### src/rtl/fb_writer_if.sv
// Pixel-stream and Wishbone-master signal bundle for fb_writer.
// slave is the writer's own view; master is the pixel-source/SDRAM-side view.
interface fb_writer_if;
    logic [15:0] pix_data;
    logic        pix_sof;
    logic        pix_valid;
    logic        pix_ready;
    logic [31:0] wb_adr;
    logic [15:0] wb_dat_ms;
    logic [1:0]  wb_sel;
    logic        wb_we;
    logic [2:0]  wb_cti;
    logic [1:0]  wb_bte;
    logic        wb_cyc;
    logic        wb_stb;
    logic        wb_ack;

    modport slave (
        input  pix_data, pix_sof, pix_valid, wb_ack,
        output pix_ready, wb_adr, wb_dat_ms, wb_sel, wb_we, wb_cti, wb_bte, wb_cyc, wb_stb
    );

    modport master (
        output pix_data, pix_sof, pix_valid, wb_ack,
        input  pix_ready, wb_adr, wb_dat_ms, wb_sel, wb_we, wb_cti, wb_bte, wb_cyc, wb_stb
    );
endinterface

### src/rtl/fb_writer.sv
// Framebuffer write side: RGB565 stream -> small FIFO -> one Wishbone classic write per pixel
// at BASE_ADR + 2*(HDISP*y + x).
module fb_writer #(
    parameter int unsigned HDISP      = 640,
    parameter int unsigned VDISP      = 480,
    parameter int unsigned FIFO_DEPTH = 8,
    parameter logic [31:0] BASE_ADR   = 32'h0
) (
    input  logic       i_clk,
    input  logic       i_rst,
    fb_writer_if.slave io_bus,
    output logic       o_frame_done,
    output logic       o_frame_err
);
    localparam int unsigned NPIX = HDISP * VDISP;
    localparam int unsigned CW   = (NPIX > 1) ? $clog2(NPIX) : 1;
    localparam int unsigned XW   = (HDISP > 1) ? $clog2(HDISP) : 1;
    localparam int unsigned YW   = (VDISP > 1) ? $clog2(VDISP) : 1;
    localparam int unsigned AW   = $clog2(FIFO_DEPTH);

    localparam logic [CW-1:0] CNT_MAX = CW'(NPIX - 1);
    localparam logic [XW-1:0] X_MAX   = XW'(HDISP - 1);
    localparam logic [YW-1:0] Y_MAX   = YW'(VDISP - 1);

    typedef enum logic {StWaitSof, StRun} in_state_e;
    typedef enum logic [1:0] {StIdle, StSetup, StBusy} out_state_e;

    // ---------------- input side ----------------
    in_state_e     r_in_st, w_in_st;
    logic [CW-1:0] r_in_cnt, w_in_cnt;
    logic          r_err, w_err;
    logic          w_ready, w_accept, w_push, w_pop, w_full, w_empty;

    always_comb begin
        w_in_st  = r_in_st;
        w_in_cnt = r_in_cnt;
        w_err    = 1'b0;
        w_push   = 1'b0;
        w_ready  = 1'b0;
        // Discarded non-sof pixels need no FIFO space, only a pushed sof does.
        if (r_in_st == StWaitSof) begin
            w_ready = !w_full || !io_bus.pix_sof;
        end else begin
            w_ready = !w_full;
        end
        if (i_rst) begin
            w_ready = 1'b0;
        end
        w_accept = io_bus.pix_valid && w_ready;
        unique case (r_in_st)
            StWaitSof: begin
                if (w_accept && io_bus.pix_sof) begin
                    w_push   = 1'b1;
                    w_in_cnt = CW'(1);
                    w_in_st  = StRun;
                end
            end
            StRun: begin
                if (w_accept) begin
                    w_push = 1'b1;
                    if (io_bus.pix_sof) begin
                        w_in_cnt = CW'(1);
                        w_err    = 1'b1;
                    end else if (r_in_cnt == CNT_MAX) begin
                        w_in_cnt = '0;
                        w_in_st  = StWaitSof;
                    end else begin
                        w_in_cnt = r_in_cnt + CW'(1);
                    end
                end
            end
            default: ;
        endcase
    end

    always_ff @(posedge i_clk) begin
        if (i_rst) begin
            r_in_st  <= StWaitSof;
            r_in_cnt <= '0;
            r_err    <= 1'b0;
        end else begin
            r_in_st  <= w_in_st;
            r_in_cnt <= w_in_cnt;
            r_err    <= w_err;
        end
    end

    // ---------------- pixel FIFO {sof, data} ----------------
    logic [16:0] r_mem [FIFO_DEPTH];
    logic [AW:0] r_wptr, r_rptr;
    logic [16:0] w_head;

    assign w_empty = (r_wptr == r_rptr);
    assign w_full  = (r_wptr[AW] != r_rptr[AW]) && (r_wptr[AW-1:0] == r_rptr[AW-1:0]);
    assign w_head  = r_mem[r_rptr[AW-1:0]];

    always_ff @(posedge i_clk) begin
        if (w_push) begin
            r_mem[r_wptr[AW-1:0]] <= {io_bus.pix_sof, io_bus.pix_data};
        end
    end

    always_ff @(posedge i_clk) begin
        if (i_rst) begin
            r_wptr <= '0;
            r_rptr <= '0;
        end else begin
            if (w_push) r_wptr <= r_wptr + (AW + 1)'(1);
            if (w_pop)  r_rptr <= r_rptr + (AW + 1)'(1);
        end
    end

    // ---------------- Wishbone master ----------------
    // r_out_x/y: position of the pixel on the bus (Setup/Busy) or of the next one (Idle).
    out_state_e    r_out_st, w_out_st;
    logic [XW-1:0] r_out_x, w_out_x, w_adv_x, w_base_x, w_ld_x;
    logic [YW-1:0] r_out_y, w_out_y, w_adv_y, w_base_y, w_ld_y;
    logic [31:0]   r_adr, w_adr, w_ld_adr, w_pix_idx;
    logic [15:0]   r_dat, w_dat;
    logic          r_cyc, w_cyc, r_done, w_done, w_ack;

    always_comb begin
        w_adv_x = (r_out_x == X_MAX) ? '0 : r_out_x + XW'(1);
        w_adv_y = r_out_y;
        if (r_out_x == X_MAX) begin
            w_adv_y = (r_out_y == Y_MAX) ? '0 : r_out_y + YW'(1);
        end
        w_ack    = (r_out_st == StBusy) && io_bus.wb_ack;
        w_pop    = !w_empty && ((r_out_st == StIdle) || w_ack);
        w_base_x = w_ack ? w_adv_x : r_out_x;
        w_base_y = w_ack ? w_adv_y : r_out_y;
        w_ld_x   = w_head[16] ? '0 : w_base_x;
        w_ld_y   = w_head[16] ? '0 : w_base_y;
        w_pix_idx = 32'(w_ld_y) * HDISP + 32'(w_ld_x);
        w_ld_adr  = BASE_ADR + {w_pix_idx[30:0], 1'b0};

        w_out_st = r_out_st;
        w_out_x  = r_out_x;
        w_out_y  = r_out_y;
        w_adr    = r_adr;
        w_dat    = r_dat;
        w_cyc    = r_cyc;
        w_done   = 1'b0;
        unique case (r_out_st)
            StIdle: begin
                if (w_pop) begin
                    w_adr    = w_ld_adr;
                    w_dat    = w_head[15:0];
                    w_out_x  = w_ld_x;
                    w_out_y  = w_ld_y;
                    w_out_st = StSetup;
                end
            end
            StSetup: begin
                w_cyc    = 1'b1;
                w_out_st = StBusy;
            end
            StBusy: begin
                if (w_ack) begin
                    w_done = (r_out_x == X_MAX) && (r_out_y == Y_MAX);
                    if (w_pop) begin
                        w_adr   = w_ld_adr;
                        w_dat   = w_head[15:0];
                        w_out_x = w_ld_x;
                        w_out_y = w_ld_y;
                    end else begin
                        w_out_x  = w_adv_x;
                        w_out_y  = w_adv_y;
                        w_cyc    = 1'b0;
                        w_out_st = StIdle;
                    end
                end
            end
            default: w_out_st = StIdle;
        endcase
    end

    always_ff @(posedge i_clk) begin
        if (i_rst) begin
            r_out_st <= StIdle;
            r_out_x  <= '0;
            r_out_y  <= '0;
            r_adr    <= BASE_ADR;
            r_dat    <= '0;
            r_cyc    <= 1'b0;
            r_done   <= 1'b0;
        end else begin
            r_out_st <= w_out_st;
            r_out_x  <= w_out_x;
            r_out_y  <= w_out_y;
            r_adr    <= w_adr;
            r_dat    <= w_dat;
            r_cyc    <= w_cyc;
            r_done   <= w_done;
        end
    end

    assign io_bus.pix_ready = w_ready;
    assign io_bus.wb_adr    = r_adr;
    assign io_bus.wb_dat_ms = r_dat;
    assign io_bus.wb_sel    = 2'b11;
    assign io_bus.wb_we     = 1'b1;
    assign io_bus.wb_cti    = 3'b000;
    assign io_bus.wb_bte    = 2'b00;
    assign io_bus.wb_cyc    = r_cyc;
    assign io_bus.wb_stb    = r_cyc;
    assign o_frame_done     = r_done;
    assign o_frame_err      = r_err;
endmodule

### src/flat_wrapper.sv
// flat-port wrapper written by rule: the top's interface ports become plain ports
module fb_writer_flat 
#(
    parameter int unsigned HDISP      = 640,
    parameter int unsigned VDISP      = 480,
    parameter int unsigned FIFO_DEPTH = 8,
    parameter logic [31:0] BASE_ADR   = 32'h0
)
  (i_clk, i_rst, o_frame_done, o_frame_err, io_bus_pix_data, io_bus_pix_sof, io_bus_pix_valid, io_bus_wb_ack, io_bus_pix_ready, io_bus_wb_adr, io_bus_wb_dat_ms, io_bus_wb_sel, io_bus_wb_we, io_bus_wb_cti, io_bus_wb_bte, io_bus_wb_cyc, io_bus_wb_stb);
  fb_writer_if io_bus_i ();
  input  logic i_clk;
  input  logic i_rst;
  output logic o_frame_done;
  output logic o_frame_err;
  input wire logic [$bits(io_bus_i.pix_data)-1:0] io_bus_pix_data;
  input wire logic [$bits(io_bus_i.pix_sof)-1:0] io_bus_pix_sof;
  input wire logic [$bits(io_bus_i.pix_valid)-1:0] io_bus_pix_valid;
  input wire logic [$bits(io_bus_i.wb_ack)-1:0] io_bus_wb_ack;
  output wire logic [$bits(io_bus_i.pix_ready)-1:0] io_bus_pix_ready;
  output wire logic [$bits(io_bus_i.wb_adr)-1:0] io_bus_wb_adr;
  output wire logic [$bits(io_bus_i.wb_dat_ms)-1:0] io_bus_wb_dat_ms;
  output wire logic [$bits(io_bus_i.wb_sel)-1:0] io_bus_wb_sel;
  output wire logic [$bits(io_bus_i.wb_we)-1:0] io_bus_wb_we;
  output wire logic [$bits(io_bus_i.wb_cti)-1:0] io_bus_wb_cti;
  output wire logic [$bits(io_bus_i.wb_bte)-1:0] io_bus_wb_bte;
  output wire logic [$bits(io_bus_i.wb_cyc)-1:0] io_bus_wb_cyc;
  output wire logic [$bits(io_bus_i.wb_stb)-1:0] io_bus_wb_stb;
  assign io_bus_i.pix_data = io_bus_pix_data;
  assign io_bus_i.pix_sof = io_bus_pix_sof;
  assign io_bus_i.pix_valid = io_bus_pix_valid;
  assign io_bus_i.wb_ack = io_bus_wb_ack;
  assign io_bus_pix_ready = io_bus_i.pix_ready;
  assign io_bus_wb_adr = io_bus_i.wb_adr;
  assign io_bus_wb_dat_ms = io_bus_i.wb_dat_ms;
  assign io_bus_wb_sel = io_bus_i.wb_sel;
  assign io_bus_wb_we = io_bus_i.wb_we;
  assign io_bus_wb_cti = io_bus_i.wb_cti;
  assign io_bus_wb_bte = io_bus_i.wb_bte;
  assign io_bus_wb_cyc = io_bus_i.wb_cyc;
  assign io_bus_wb_stb = io_bus_i.wb_stb;
  fb_writer #(.HDISP(HDISP), .VDISP(VDISP), .FIFO_DEPTH(FIFO_DEPTH), .BASE_ADR(BASE_ADR)) u_core (.i_clk(i_clk), .i_rst(i_rst), .io_bus(io_bus_i), .o_frame_done(o_frame_done), .o_frame_err(o_frame_err));
endmodule
### config.mk
export PLATFORM = sky130hd
export DESIGN_NAME = fb_writer_flat
export DESIGN_NICKNAME = d
export VERILOG_FILES = /design/src/rtl/fb_writer_if.sv /design/src/rtl/fb_writer.sv /design/src/flat_wrapper.sv
export SDC_FILE = /design/constraint.sdc
export NUM_CORES = 1
export LEC_CHECK = 0
export BUFFER_PORTS_ARGS = -buffer_cell sky130_fd_sc_hd__buf_2
export CORE_ASPECT_RATIO = 1.75
export CORE_MARGIN = 5
export CORE_UTILIZATION = 43
export DETAILED_ROUTE_END_ITERATION = 12
export SLEW_MARGIN = 20
export SYNTH_ARGS = -nofsm -noshare
export SYNTH_HDL_FRONTEND = slang
export SYNTH_SLANG_ARGS = --single-unit
### constraint.sdc
create_clock -name i_clk -period 13 [get_ports i_clk]
set_clock_uncertainty 0.2 [all_clocks]
set_input_delay 1.95 -clock i_clk [delete_from_list [all_inputs] [get_ports i_clk]]
set_output_delay 1.95 -clock i_clk [all_outputs]
set_load 0.02 [all_outputs]
==> metrics.cfg, run 1 <==
[status]
status = finished, final reports clean

[finish]
diodes = 0
stdcell_area_um2 = 12120
fill_cells = 2267
nets = 1025
drive_gt1_share_pct = 17.27
fin_util_pct = 48.39
instances_no_fill = 1312
syn_to_final_growth_pct = 11.86

[synthesis]
synth.cell_area_um2 = 10840
synth_most_common_cell = edfxtp_1
netlist_top_cells_count = edfxtp_1 (136), dfxtp_1 (91), nor2_1 (88)
synthArstFlopShare_pct = 0
synth.top_cell.area_share_pct = 37.69
synth-seq-cells = 227
yosys_most_used_dff = edfxtp_1
ys_warn_count = 0
synth_cells = 940
synth_top_area_cell = edfxtp_1
synth.distinct_cells = 74
yosys-top-cells-area = edfxtp_1 (38%), dfxtp_1 (17%), mux4_2 (7.1%)
syn_area_per_cell_um2 = 11.53
synth_edf_count = 136
seq_area_frac_synth_pct = 54.50

[drt]
routedWlPerCell_um = 19.70
via_count = 7581
viasPerCell = 5.778
postRouteAntennaNets = 0
drc = 0
dr.first_iter.drc_count = 603
totalWireLength_um = 25850
drt_pre_antenna_iters = 5

[clock_tree]
clk_pin_slew_ns = 0.07
clock-sinks = 227
cts_hold_buf = 0
worstSkewPairLatency_ns = 0.51
cts.htree.levels = 1
numCtsBuffers = 23
cts_setup_buffers = 0
clock_path_buffers = 3
cts_tree = yes
post_cts.resized_instances = 0
cts-root-buf = clkbuf_16

[worst_setup_path]
cp_data_arrival_time_ns = 6.00
end_kind = register
setup.worst_path.class = in2reg
r2r_slack_ns = 7.73
critPathMaxFanout = 8
required_ns = 13.20
start_kind = input port

[timing]
tightest_slew_ns = 0.9683
max_freq_mhz = 172.5
timing.slew.headroom_pct = 34.95
rsz0062_at_grt = false
min_period_ns = 5.798
maxSlewViolCount = 0
final-hold-violation-count = 0
worst_slack_ns = 7.202
finalCritPeriodShare_pct = 44.60
setup_viol = 0
fin_hold_ws_ns = 0.2525
setup_tns_ns = 0

[power_and_ir_drop]
vdd_drop_max_v = 0.0001393
post-layout-total-power_mw = 1.924
p_per_area_nw_per_um2 = 158.7
power.leakage_nw = 4.105

[die]
start_util_pct = 43.26
rows = 77
die_area_um2 = 28600
io_pins = 82
die_w_um = 130.0
coreArea_um2 = 25050
die_h_um = 220.0

[placed_design]
gp_congestion = 0.8936
dp.final_hpwl_um = 17220
post-place-ws_ns = 6.718
place_area_um2 = 11370
place_inst = 1271
numPortBuffers = 61

[global_route]
grt_antenna_before_repair = 1
grt_usage_pct = 18.42
grt_pass1_vias = 7553
grt_start_max_net_pins = 71
grt-ovfl-total = 0
grt_pass1_wl_um = 41270

[run]
maxCapViolCount = 0

[min_path]
hp-class = reg2reg

worst max-delay path, cell delays in order:
cell      delay (ns)
buf_2           0.15
and3b_1         0.43
nand4_1         0.30
mux2i_1         0.18
or2_2           0.31
inv_1           0.10
ha_1            0.24
ha_1            0.25
fa_1            0.56
o211a_1         0.15
o21ai_0         0.12
or4b_1          0.61
nor3_1          0.27
nand3_1         0.11
o311ai_0        0.27
path summary, 6_finish.rpt:
| check | startpoint | end | cells after the start |
|---|---|---|---|
| max | io_bus_wb_ack | u_core.io_bus.wb_adr[19] | 15 |
| min | u_core.io_bus.wb_adr[10] | u_core.io_bus.wb_adr[10] | 2 |
| max reg2reg | u_core.r_out_x[0] | u_core.io_bus.wb_adr[19] | 15 |
| min reg2reg | u_core.io_bus.wb_adr[10] | u_core.io_bus.wb_adr[10] | 2 |
cell families (layout without fill, tap and decap cells):
kind of cell	Yosys count	count (layout)	synth area share, %
buf+inv	95	133	4.284
compound gates	199	199	12.23
simple gates	314	314	14.84
fa+ha+maj	24	24	2.910
mux	55	55	9.018
xor+xnor	24	24	2.148
flops	227	227	54.50
other cells	2	20	0.06931
cells in the final DEF (no fill, tap or decap), types with 29 or more instances in the layout:
master,n
nand2_1,62
dfxtp_1,90
mux4_2,34
a211oi_1,29
nand3_1,29
o21ai_0,41
nor2_1,86
edfxtp_1,136
a21oi_1,57
nor3_1,32
buf_2,60
registers in the layout, summed over array words and instances, names as in the netlist, named ones only:
signal                   flops
u_core.io_bus.wb_cyc         1
u_core.io_bus.wb_dat_ms     16
u_core.io_bus.wb_adr        20
u_core.o_frame_done          1
u_core.r_in_st               1
u_core.r_rptr                4
u_core.r_in_cnt             19
u_core.r_mem               136
u_core.r_out_y               9
u_core.r_out_st              2
u_core.o_frame_err           1
u_core.r_wptr                4
u_core.r_out_x              10
per-layer routing:
| layer | part of all wire [%] | GRT usage [%] | vias to the layer above | wire (um) |
|---|---|---|---|---|
| met3 | 4.1 | 2.377 | 59 | 1055 |
| met2 | 55 | 34.45 | 184 | 14130 |
| met1 | 38 | 21.13 | 3729 | 9892 |
| met5 | 0.050 | 0 | - | 13 |
| met4 | 2.9 | 6.623 | 2 | 757 |
| li1 | - | - | 3607 | - |
where the power goes:
group	switching [mW]	internal [mW]
Combinational	0.277	0.143
Clock	0.277	0.387
Sequential	0.0321	0.808
Total	0.585	1.34
area by class of cell:
class | instances | area [um2] | share of cell area [%]
repair buffers | 76 | 420.4 | 3.469
flip-flops and latches | 227 | 5907 | 48.74
clock inverters | 14 | 160.2 | 1.321
inverters | 16 | 60.06 | 0.4955
multi-input cells | 636 | 4587 | 37.84
well taps | 316 | 395.4 | 3.262
clock buffers | 27 | 590.6 | 4.872
Note: power is estimated with default switching activity, not from simulation.
==> run 2, diff against run 1 <==
- ABC_AREA: unset -> 1
- clock period: 13 -> 5.64 ns (I/O delays scaled with it)
==> metrics.cfg, run 2 <==
[status]
status = finished, final reports clean

[timing]
maxSlewViolCount = 0  ; unchanged
min_period_ns = 4.502
setup_tns_ns = 0  ; unchanged
final-hold-violation-count = 0  ; unchanged
timing.slew.headroom_pct = 51.66  ; +17 points
setup_viol = 0  ; unchanged
tightest_slew_ns = 0.7211  ; -0.2472 ns
max_freq_mhz = 222.1
rsz0062_at_grt = false
finalCritPeriodShare_pct = 79.82

[synthesis]
yosys_most_used_dff = edfxtp_1
syn_area_per_cell_um2 = 8.776  ; -24%
synth_top_area_cell = edfxtp_1
seq_area_frac_synth_pct = 55.07  ; +0.57 points
ys_warn_count = 0  ; unchanged
synth.cell_area_um2 = 10720  ; -1.0%
synth_edf_count = 136  ; unchanged
synth-seq-cells = 227  ; unchanged
synth_most_common_cell = nand2_1
synthArstFlopShare_pct = 0  ; unchanged
synth_cells = 1222  ; +30%
netlist_top_cells_count = nand2_1 (328), nand3_1 (147), edfxtp_1 (136)
synth.top_cell.area_share_pct = 38.08  ; +0.39 points
synth.distinct_cells = 43  ; -42%
yosys-top-cells-area = edfxtp_1 (38%), dfxtp_1 (17%), nand2_1 (11%)

[power_and_ir_drop]
switching_power_mw = 2.070  ; +250%
vdd_drop_max_v = 0.0002745  ; +97%
intPower_mw = 3.296  ; +150%
clkPwrFrac_pct = 27.1  ; -7.4 points
power.leakage_nw = 4.819  ; +17%
combPwrFrac_pct = 34.3  ; +12 points
switching_share_pct = 38.58  ; +8.1 points
post-layout-total-power_mw = 5.366  ; +180%
seq_power_share_pct = 38.6  ; -5.1 points
p_per_area_nw_per_um2 = 447.5  ; +180%

[die]
rows = 76  ; -1.3%
die_w_um = 129.4  ; -0.47%
start_util_pct = 43.54  ; +0.29 points
io_pins = 82  ; unchanged
die_h_um = 218.9  ; -0.49%
die_area_um2 = 28320  ; -0.96%
coreArea_um2 = 24630  ; -1.7%

[placed_design]
gp_congestion = 0.8882  ; -0.60%
place_inst = 1557  ; +23%
place_area_um2 = 11270  ; -0.90%
dp.final_hpwl_um = 17210  ; about the same
numPortBuffers = 61  ; unchanged

[global_route]
grt_start_max_net_pins = 51  ; -28%
grt_antenna_before_repair = 0  ; -1
grtUsageMet1_pct = 19.97  ; -1.2 points
grt_util_met2_pct = 35.47  ; +1.0 points
grt_pass1_vias = 8040  ; +6.4%
top_usage_layer = met2
grt_pass1_wl_um = 41300  ; about the same
grt_use_met3_pct = 2.265  ; -0.11 points
grt-ovfl-total = 0  ; unchanged
grt_usage_pct = 18.37  ; -0.043 points

[clock_tree]
post_cts.resized_instances = 0  ; unchanged
cts-root-buf = clkbuf_16
cts.htree.levels = 1  ; unchanged
clock_path_buffers = 3  ; unchanged
cts_tree = yes
numCtsBuffers = 22  ; -4.3%
clk_pin_slew_ns = 0.07  ; about the same
worstSkewPairLatency_ns = 0.52  ; about the same
cts_setup_buffers = 0  ; unchanged
cts_hold_buf = 0  ; unchanged
clock-sinks = 227  ; unchanged

[worst_setup_path]
critical_path.top_delay_family = simple AND/OR/NAND/NOR gates
end_kind = register
setup.worst_path.class = reg2reg
required_ns = 5.84  ; -7.36 ns
path_cells = inv_2 -> nand2_1 -> nand3_1 -> nand3_1 -> nand2_2 -> inv_1 -> nand2_1 -> a31oi_1 -> ha_1 -> ha_1 -> fa_1 -> xor2_1 -> nand3_1 -> nor2_1 -> nand2_1 -> nor3_1 -> o21ai_0 -> o211ai_1 -> inv_1
cp_data_arrival_time_ns = 4.71  ; -1.29 ns
critPathBufInv = 3  ; +1
critPathMaxFanout = 26  ; +18
cpPeakStageDelay_ns = 0.64  ; +0.03 ns
start_kind = register
slowest_stage = dfxtp_2

[finish]
instances_no_fill = 1597  ; +22%
diodes = 0  ; unchanged
fin_util_pct = 48.68  ; +0.30 points
layout_commonest_cell = nand2_1
mostFrequentLayoutCells = nand2_1 (328), nand3_1 (147), edfxtp_1 (136), dfxtp_1 (90), inv_1 (82)
nets = 1314  ; +28%
largest_reg_flops = 136  ; unchanged
drive_gt1_share_pct = 11.52  ; -5.8 points
syn_to_final_growth_pct = 11.81  ; about the same
stdcell_area_um2 = 11990  ; -1.1%

[drt]
totalWireLength_um = 26210  ; +1.4%
drt_pre_antenna_iters = 5  ; unchanged
routedWlPerCell_um = 16.41  ; -17%
via_count = 8338  ; +10%
drc = 0  ; unchanged
dr.first_iter.drc_count = 520  ; -14%
postRouteAntennaNets = 0  ; unchanged
viasPerCell = 5.221  ; -9.6%

[run]
maxCapViolCount = 0  ; unchanged

[min_path]
hp-class = reg2reg

==> run 2: cell count changes after synthesis, moves of 10 or more <==
cell      delta
a211oi_1    -29
nor3_1      -21
clkbuf_1    -10
or3_1       -11
inv_1       +67
nor2_1      -14
a21oi_1     +16
o21ai_0     +33
mux4_2      -34
a31oi_1     +15
nand3_1    +118
mux2i_1     -20
nand2_1    +266
==> run 2: path summary, 6_finish.rpt <==
| check | endpoint | cells after the start | startpoint | slack (ns) |
|---|---|---|---|---|
| min reg2reg | u_core.io_bus.wb_adr[20] | 2 | u_core.io_bus.wb_adr[20] | 0.24 |
| min | u_core.io_bus.wb_adr[20] | 2 | u_core.io_bus.wb_adr[20] | 0.24 |
| max | u_core.io_bus.wb_adr[17] | 19 | register | 1.14 |
| max reg2reg | u_core.io_bus.wb_adr[17] | 19 | register | 1.14 |
==> run 2: layout make-up <==
| cell class | count | area, um2 |
|---|---|---|
| Inverter | 87 | 326.6 |
| Multi-Input combinational cell | 849 | 4180 |
| Fill cell | 2327 | 12640 |
| Sequential cell | 227 | 5907 |
| Tap cell | 312 | 390.4 |
| Clock inverter | 11 | 116.4 |
| Timing Repair Buffer | 82 | 462.9 |
| Clock buffer | 29 | 606.8 |
==> run 2: power groups by stage <==
stage | clock network (mW) | registers (mW) | logic, mW
3_5_place_dp | 0 | 2.11 | 1.85
3_3_place_gp | 0 | 2.11 | 1.83
5_1_grt | 1.56 | 2.09 | 2.09
6_report | 1.45 | 2.07 | 1.84
4_1_cts | 1.49 | 2.07 | 1.86
2_1_floorplan | 0 | 2.17 | 1.28
==> run 2: worst reg2reg max path, delay by kind of cell, from the launching register on <==
family | cells | cell delay, ns
AND/OR/NAND/NOR | 9 | 1.16
adder cells (fa/ha/maj) | 3 | 0.97
buffers and inverters | 3 | 0.66
flip-flops | 1 | 0.64
AO/OA/AOI/OAI | 3 | 0.52
XOR/XNOR | 1 | 0.24
==> run 2: kinds of logic after synthesis <==
family,count (synthesis),share of synthesized area (%)
AND/OR/NAND/NOR,597,23.87
adder cells (fa/ha/maj),24,2.940
buffers and inverters,164,6.790
flip-flops,227,55.07
XOR/XNOR,27,2.205
other,2,0.07003
AO/OA/AOI/OAI,181,9.054
==> run 2: metrics by stage <==
step,hold WS (ns),setup slack (ns)
floorplan,0.2426,1.946
global placement,0.2271,1.327
detailed placement,0.2302,1.160
CTS,0.2411,1.138
global route,0.2811,0.6829
finish,0.2410,1.138
==> run 2: metal layers <==
layer / wire (um) / vias to the layer above / share of wire, %
li1: - / 4180 / -
met1: 10060 / 3913 / 38
met2: 14190 / 196 / 54
met3: 1110 / 49 / 4.2
met4: 845 / 0 / 3.2
met5: 0 / - / 0
